**config.mk**
```make
export PLATFORM = sky130hd
export DESIGN_NAME = pipe_stage_reg
export DESIGN_NICKNAME = d
export VERILOG_FILES = /design/src/rtl/pipe_stage_reg.sv
export SDC_FILE = /design/constraint.sdc
export NUM_CORES = 1
export LEC_CHECK = 0
export CORE_ASPECT_RATIO = 1.2
export CORE_MARGIN = 2
export CORE_UTILIZATION = 43
export DETAILED_ROUTE_END_ITERATION = 16
export PLACE_DENSITY = 0.85
export SLEW_MARGIN = 20
export SYNTH_ARGS = -nofsm -noshare
export SYNTH_HDL_FRONTEND = slang
export SYNTH_SLANG_ARGS = --single-unit
```
**constraint.sdc**
```tcl
create_clock -name clk -period 3.3 [get_ports clk]
set_input_delay 0.825 -clock clk [delete_from_list [all_inputs] [get_ports clk]]
set_output_delay 0.825 -clock clk [all_outputs]
set_load 0.01 [all_outputs]
```
**src/rtl/pipe_stage_reg.sv**
```systemverilog
// Parametrised multi-stage pipeline register with stall, flush, per-stage valid,
// occupancy and saturating flush counter. Outputs are the registered last stage.
module pipe_stage_reg #(
    parameter int unsigned DATA_W             = 64,
    parameter int unsigned CTRL_W             = 8,
    parameter int unsigned DEPTH              = 1,
    parameter int unsigned ZERO_DATA_ON_FLUSH = 1
) (
    input  logic                         clk,
    input  logic                         reset,
    input  logic                         in_valid,
    input  logic [DATA_W-1:0]            in_data,
    input  logic [CTRL_W-1:0]            in_ctrl,
    input  logic                         stall,
    input  logic                         flush,
    output logic                         out_valid,
    output logic [DATA_W-1:0]            out_data,
    output logic [CTRL_W-1:0]            out_ctrl,
    output logic [$clog2(DEPTH+1)-1:0]   occupancy,
    output logic [15:0]                  flush_count
);

    localparam int unsigned OCC_W = $clog2(DEPTH + 1);

    logic [DEPTH-1:0]  r_valid;
    logic [DATA_W-1:0] r_data [DEPTH];
    logic [CTRL_W-1:0] r_ctrl [DEPTH];
    logic [OCC_W-1:0]  r_occ;
    logic [15:0]       r_flush_cnt;

    logic [DEPTH-1:0]  w_valid_d;
    logic [DATA_W-1:0] w_data_d [DEPTH];
    logic [CTRL_W-1:0] w_ctrl_d [DEPTH];
    logic [OCC_W-1:0]  w_occ_d;
    logic [15:0]       w_flush_cnt_d;

    // Flush beats stall; ctrl is forced to 0 for any invalid slot so bubbles stay inert.
    always_comb begin
        w_valid_d     = r_valid;
        w_data_d      = r_data;
        w_ctrl_d      = r_ctrl;
        w_flush_cnt_d = r_flush_cnt;
        if (flush) begin
            w_valid_d = '0;
            for (int k = 0; k < int'(DEPTH); k++) begin
                w_ctrl_d[k] = '0;
                if (ZERO_DATA_ON_FLUSH != 0) begin
                    w_data_d[k] = '0;
                end
            end
            if (r_flush_cnt != 16'hFFFF) begin
                w_flush_cnt_d = r_flush_cnt + 16'd1;
            end
        end else if (!stall) begin
            w_valid_d[0] = in_valid;
            w_data_d[0]  = in_data;
            w_ctrl_d[0]  = in_valid ? in_ctrl : '0;
            for (int k = 1; k < int'(DEPTH); k++) begin
                w_valid_d[k] = r_valid[k-1];
                w_data_d[k]  = r_data[k-1];
                w_ctrl_d[k]  = r_ctrl[k-1];
            end
        end
    end

    always_comb begin
        w_occ_d = '0;
        for (int k = 0; k < int'(DEPTH); k++) begin
            w_occ_d = w_occ_d + OCC_W'(w_valid_d[k]);
        end
    end

    always_ff @(posedge clk) begin
        if (!reset) begin
            r_valid     <= '0;
            r_occ       <= '0;
            r_flush_cnt <= '0;
            for (int k = 0; k < int'(DEPTH); k++) begin
                r_data[k] <= '0;
                r_ctrl[k] <= '0;
            end
        end else begin
            r_valid     <= w_valid_d;
            r_occ       <= w_occ_d;
            r_flush_cnt <= w_flush_cnt_d;
            for (int k = 0; k < int'(DEPTH); k++) begin
                r_data[k] <= w_data_d[k];
                r_ctrl[k] <= w_ctrl_d[k];
            end
        end
    end

    assign out_valid   = r_valid[DEPTH-1];
    assign out_data    = r_data[DEPTH-1];
    assign out_ctrl    = r_ctrl[DEPTH-1];
    assign occupancy   = r_occ;
    assign flush_count = r_flush_cnt;

endmodule

```
==> key figures, run 1 <==
Setup path
  • Max incr delay on CP: 530 ps
  • Crit Path Category: in -> reg
  • Slowest CP cell: clkdlybuf4s50_1
  • Worst setup EP type: flop
  • CP cell instances: clkdlybuf4s50_1 -> nand2_1 -> or3_1 -> or4_1 -> a21oi_1
  • Crit Path Max Fanout: 8
  • Worst path arrival time: ~2600 ps
  • CP required: 3580 ps
  • Startpoint Class: input pin

Logic synthesis
  • Post-synth top area share: 53.1%
  • EDFF count, synth: 0
  • Post-synth cell types: 31
  • Synth warn: 0
  • Syn nets: between 400 and 500
  • Main synth FF type: dfxtp_1
  • Post-Synthesis Cells: between 300 and 400
  • Synth async-reset ratio: 0%
  • Avg Cell Area, Syn: 9.90 um2
  • Flops & latches, synth: just under 90
  • Seq/Total Area, Yosys: 53.1%
  • Largest area contributor in the synthesized netlist: dfxtp_1
  • Area contributors post-synth: dfxtp_1, mux2i_1, nor2_1
  • Cell Area, Synth: 3350 um2
  • Count leader, synth: dfxtp_1
  • Post-synth top cells: dfxtp_1, nor2_1, mux2i_1

Timing
  • RSZ-0062 raised after global routing: false
  • Max Freq: 0.423 GHz
  • Setup TNS: 0 ps
  • Final setup margin: 937 ps
  • Final Hold Fails: 0
  • Relative slew slack: between 50% and 60%
  • Setup violations, final: 0
  • Clock Skews: ~7.3 ps
  • Period utilization: a little under three quarters
  • Period minus WS final: 2360 ps
  • Final Slew Violations: 0
  • Worst slew pin tran: 722 ps

Die
  • Num rows: 35
  • Full die area: about 8500 um2
  • Core ar.: 7620 um2
  • Io pins: 167
  • Initial Util: 44.0%
  • Die width: ~85 um
  • Die Y: 101 um

CTS
  • Post-CTS Setup Bufs: 0
  • Root Buffer: clkbuf_8
  • CTS H-tree lvls: 3
  • Reg clk slew, reported paths: 90 ps
  • Inserted Clock Buffers: 9
  • TritonCTS Sinks: 89
  • Hold-fix buffers, CTS: 0
  • Clk buf depth: 2
  • CTS tree: done
  • Clock Latency Late Sink: 340 ps
  • PostCTS Resize Cnt: 0

Route
  • DRT Wirelength: around 8800 um
  • Drt pass-1 iters: 4
  • DRT antenna net count: 0
  • Vias per cell: 5.22
  • # DRC: 0
  • Wirelength per Cell: 14.8 um
  • Starting DRC count in detailed routing: between 100 and 150
  • Vias: 3103

GRT
  • Met1 Use GR: 23.5%
  • Met3 GRT Util: 5.57%
  • Largest net degree at the start of global routing: 44
  • Initial antenna violation count: 0
  • Met2 usage in global routing: 34.8%
  • First-pass GRT wire length: 14000 um
  • GRT Total Usage: 20.4%
  • Grt total ovfl: 0
  • Peak-usage layer in the global routing report: met2
  • Vias in the first global route: around 2900

Status
  • Status: finished clean

Power and ir drop
  • Pwr/cell area: between 400 and 500 nW/um2
  • Peak supply drop: 0.266 mV
  • P_leak: approximately 2.1 nW

Place
  • Inst Count DP: slightly below 600
  • Area of placed instances: between 5000 and 6000 um2
  • Worst slack, placed: 608 ps
  • Final HPWL DP: 6370 um
  • GP Congestion: 0.868
  • Port bufs: 166

Final layout
  • Layout Area Growth over Synthesis: 58.0%
  • Post-Layout Inst Area: 5300 um2
  • Nets: 575
  • Share of cells above drive strength 1: 4.78%
  • Layout Cells excl Fill: between 500 and 600
  • Filler cells: between 500 and 600
  • N_diodes: 0

Min path
  • HP Class: reg -> reg

Flow run
  • Max cap viols: 0
==> per-layer routing <==
| layer | vias up | share of wire, % |
|---|---|---|
| met5 | - | 0 |
| met4 | 0 | 2.9 |
| met3 | 18 | 7.5 |
| met2 | 136 | 50 |
| met1 | 1452 | 39 |
| li1 | 1497 | - |
==> where the power goes <==
group / switching (mW) / internal (mW)
clock: 0.386 / 0.372
sequential: 0.0162 / 1.10
combinational: 0.105 / 0.175
total: 0.507 / 1.65
==> path summary, 6_finish.rpt <==
check                       from               to  slack [ps]  depth (start not counted)
hold reg to reg     out_data[51]     out_data[51]         500                          2
setup / recovery           flush  flush_count[10]         940                          5
hold / removal      out_data[51]     out_data[51]         500                          2
setup reg to reg  flush_count[2]  flush_count[10]        1340                          4
==> logic make-up after synthesis <==
logic type / synth area share [%]
simple gates: 16.9
flops: 53.1
mux: 19.7
compound gates: 6.94
buf+inv: 2.98
fa+ha+maj: 0.373
==> through the flow <==
step / hold slack (ps) / util [%] / total power [mW]
after global placement: 474 / 66.7 / 1.42
after floorplan: 520 / - / 1.25
after CTS: 506 / 69.4 / 2.18
final: 499 / 69.5 / 2.16
after detailed placement: 485 / 66.7 / 1.43
after global routing: 529 / 69.5 / 2.25
==> layout make-up <==
class                   instances  area [um2]  area share, %
multi-input cells             225        1480           28.0
clock buffers                  10         138           2.60
clock inverters                 6        66.3           1.25
flip-flops and latches         89        1780           33.6
repair buffers                168        1700           32.1
inverters                       4        15.0          0.283
well taps                      92         115           2.17
==> sequential cells by signal, indices dropped and copies added (netlist names) <==
register and cells:
occupancy 1, out_data 64, flush_count 16, out_ctrl 8
==> critical path: cells and delay by family <==
kind | cells | cell delay (ps)
buffers and inverters | 1 | 530
AND/OR/NAND/NOR | 3 | 1130
AO/OA/AOI/OAI | 1 | 150
==> cells in the final DEF (no fill, tap or decap), types with 2 or more instances in the layout <==
master	n
a22oi_1	8
nor2_1	74
nand4_1	4
mux2i_1	66
clkdlybuf4s50_1	165
buf_12	2
a21oi_1	13
and3_1	2
clkbuf_8	10
or3_1	6
nand3_1	5
clkinvlp_4	3
inv_1	4
or2_2	2
nand2_1	10
nor4_1	2
o31ai_1	8
nand2b_1	2
or4_1	8
dfxtp_1	89
o21ai_0	4
Note: power is estimated with default switching activity, not from simulation.
==> run 2: changes to the inputs <==
CORE_UTILIZATION = 36   (was 43)
PLACE_DENSITY = 0.76   (was 0.85)
clock period = 1.9 ns   (was 3.3 ns; I/O delays follow)
==> run 2 against run 1 <==
  * First-iteration DRC count shrank 26%
  * Utilization shrank 8.6 points
  * Register-to-register slack lost 1300 ps
  * Via count shrank 0.71%
  * Count of clock-buffer cells in the layout grew 2
  * Combinational power grew 77%
  * Hold slack lost 3.3 ps
  * Cell count grew 7.7%
  * Global-route usage shrank 3.0 points
  * Sequential share of layout area shrank 1.1 points
  * Sequential power grew 73%
  * Critical path type unchanged
  * Largest power group unchanged
==> key figures, run 2 (synthesis results as in run 1) <==
Status
  • Status: finished clean

Route
  • DRT antenna net count: 0
  • Wirelength per Cell: 14.1 um
  • Vias: around 3100
  • Vias per cell: 4.81
  • # DRC: 0
  • DRT Wirelength: 9030 um
  • Starting DRC count in detailed routing: slightly above 80
  • Drt pass-1 iters: 4

Min path
  • Hold wc startpoint: out_data[60]
  • HP Class: reg -> reg
  • WHS Path Cells: 2
  • End of the worst hold path: out_data[60]

Power and ir drop
  • Internal Power: 2.94 mW
  • Pwr/cell area: slightly below 700 nW/um2
  • Comb power frac: about an eighth
  • Psw: approximately 0.86 mW
  • Peak supply drop: 0.577 mV
  • Switching Share: a little under a quarter
  • Sequential power share: 51.1%
  • Clock share of power: a little over a third
  • P_leak: 2.23 nW

Die
  • Num rows: 38
  • Die width: 92.1 um
  • Full die area: between 10000 and 15000 um2
  • Die Y: 110 um
  • Initial Util: 37.1%
  • Io pins: 167
  • Core ar.: 9030 um2

Timing
  • Setup violations, final: 0
  • Final Hold Fails: 0
  • Worst slew pin tran: around 400 ps
  • Clock Skews: 2.55 ps
  • Relative slew slack: around 73%
  • Period utilization: 97.6%
  • WHS: 496 ps
  • Period minus WS final: around 1900 ps
  • Max Freq: 0.539 GHz
  • Final Slew Violations: 0

Setup path
  • Max incr delay on CP: 520 ps
  • Worst setup EP type: flop
  • CP required: 2180 ps
  • Slowest CP cell: clkdlybuf4s50_1
  • Crit Path Max Fanout: 4
  • Crit Path Category: in -> reg
  • Top Family by Delay on Critical Path: simple AND/OR/NAND/NOR gates
  • CP cell instances: clkdlybuf4s50_1 -> nand3_1 -> or3_1 -> nor4b_1 -> mux2i_1
  • R2r endpoint: flush_count[13]
  • R2r setup slk: 80 ps
  • R2R Path Start: flush_count[4]
  • Startpoint Class: input pin
  • Worst path bufs/invs: 1
  • Worst reg-to-reg path cell count: 5
  • Worst path arrival time: 2130 ps

Final layout
  • N_diodes: 0
  • Commonest non-fill, non-tap cells in the layout: clkdlybuf4s50_1, dfxtp_1, nor2_1, mux2i_1, buf_4
  • Register area: 1790 um2
  • Post-Layout Inst Area: between 5000 and 6000 um2
  • Filler cells: around 800
  • Area of the multi-input gates: 1490 um2
  • Share of cells above drive strength 1: under 10%
  • Layout Cells excl Fill: 640
  • Nets: about 600
  • Layout Utilization: 60.9%
  • Commonest non-fill, non-tap cell in the layout: clkdlybuf4s50_1
  • Layout Area Growth over Synthesis: 64.1%
  • Max reg flops: 64

GRT
  • Met3 GRT Util: 5.89%
  • Initial antenna violation count: 0
  • First-pass GRT wire length: 14000 um
  • Largest net degree at the start of global routing: 57
  • GRT Total Usage: between 10% and 20%
  • Peak-usage layer in the global routing report: met2
  • Grt total ovfl: 0
  • Met2 usage in global routing: 30.6%
  • Vias in the first global route: 2941
  • Met1 Use GR: about a fifth

Place
  • GP Congestion: 0.870
  • Final HPWL DP: 6630 um
  • Inst Count DP: between 600 and 700
  • Port bufs: 166
  • Area of placed instances: 5260 um2

CTS
  • Reg clk slew, reported paths: 90 ps
  • CTS H-tree lvls: 3
  • TritonCTS Sinks: between 80 and 90
  • Post-CTS Setup Bufs: 0
  • Clk buf depth: 2
  • CTS tree: done
  • Clock Latency Late Sink: 360 ps
  • Inserted Clock Buffers: 9
  • Root Buffer: clkbuf_8

Flow run
  • Max cap viols: 0
==> run 2: changes by cell type in the layout (fill, tap and decap cells not counted) <==
| cell | change |
|---|---|
| or3_1 | -1 |
| or3_4 | +1 |
| dfxtp_2 | +7 |
| clkinvlp_4 | -1 |
| o311ai_1 | +1 |
| inv_6 | -1 |
| dlymetal6s2s_1 | +4 |
| dfxtp_1 | -7 |
| o311ai_0 | -1 |
| clkbuf_8 | +2 |
| clkdlybuf4s50_1 | -4 |
| buf_4 | +18 |
==> run 2: worst min-delay path, delay by kind of cell (launching register included) <==
family | cells | cell delay (ps)
mux | 1 | 60
simple gates | 1 | 70
flops | 1 | 330
==> run 2: through the flow <==
step	setup TNS, ps	setup WS, ps	power [mW]
after detailed placement	-1690	-265	2.48
after global placement	-1320	-234	2.47
after global routing	-39.0	-39.0	3.97
final	0	46.2	3.80
after CTS	0	1.12	3.86
after floorplan	0	116	2.18
==> run 2: per-layer routing <==
metal | vias up | part of all wire (%)
li1 | 1531 | -
met1 | 1430 | 40
met2 | 107 | 51
met3 | 13 | 7.7
met4 | 0 | 1.9
met5 | - | 0
==> run 2: final cells by class <==
| class | instances | share of cell area, % |
|---|---|---|
| timing repair buffer | 186 | 33.5 |
| inverter | 4 | 0.273 |
| tap | 120 | 2.73 |
| sequential | 89 | 32.5 |
| clock buffer | 12 | 3.00 |
| clock inverter | 4 | 0.909 |
| multi-input combinational | 225 | 27.1 |
==> run 2: worst max-delay path by stage <==
stage	startpoint	to	slack, ps	cells past startpoint
after global routing	flush	flush_count[13]	-40	5
after detailed placement	flush	flush_count[8]	-260	6
after CTS	flush_count[14]	flush_count[14]	1	1
after floorplan	flush_count[0]	flush_count[10]	120	6
after global placement	flush	flush_count[8]	-230	6
final	flush	flush_count[13]	50	5
==> run 2: power groups by stage <==
| stage | Clock, mW | Sequential (mW) | Combinational (mW) |
|---|---|---|---|
| floorplan | 0 | 2.01 | 0.170 |
| global placement | 0 | 1.98 | 0.490 |
| detailed placement | 0 | 1.99 | 0.498 |
| CTS | 1.41 | 1.94 | 0.501 |
| global route | 1.49 | 1.95 | 0.529 |
| finish | 1.36 | 1.94 | 0.495 |
==> run 2: timing repair <==
action	CTS	global route
setup endpoints to repair	0	18
hold buffers	0	0
resized for setup	0	14
==> run 3: changes to the inputs <==
ABC_CLOCK_PERIOD_IN_PS = 1900   (was not set)
CTS_CLUSTER_SIZE = 10   (was not set)
TNS_END_PERCENT = 5   (was not set)
==> results of run 3 <==
The final DEF is identical to that of run 2; final timing and power are the same.
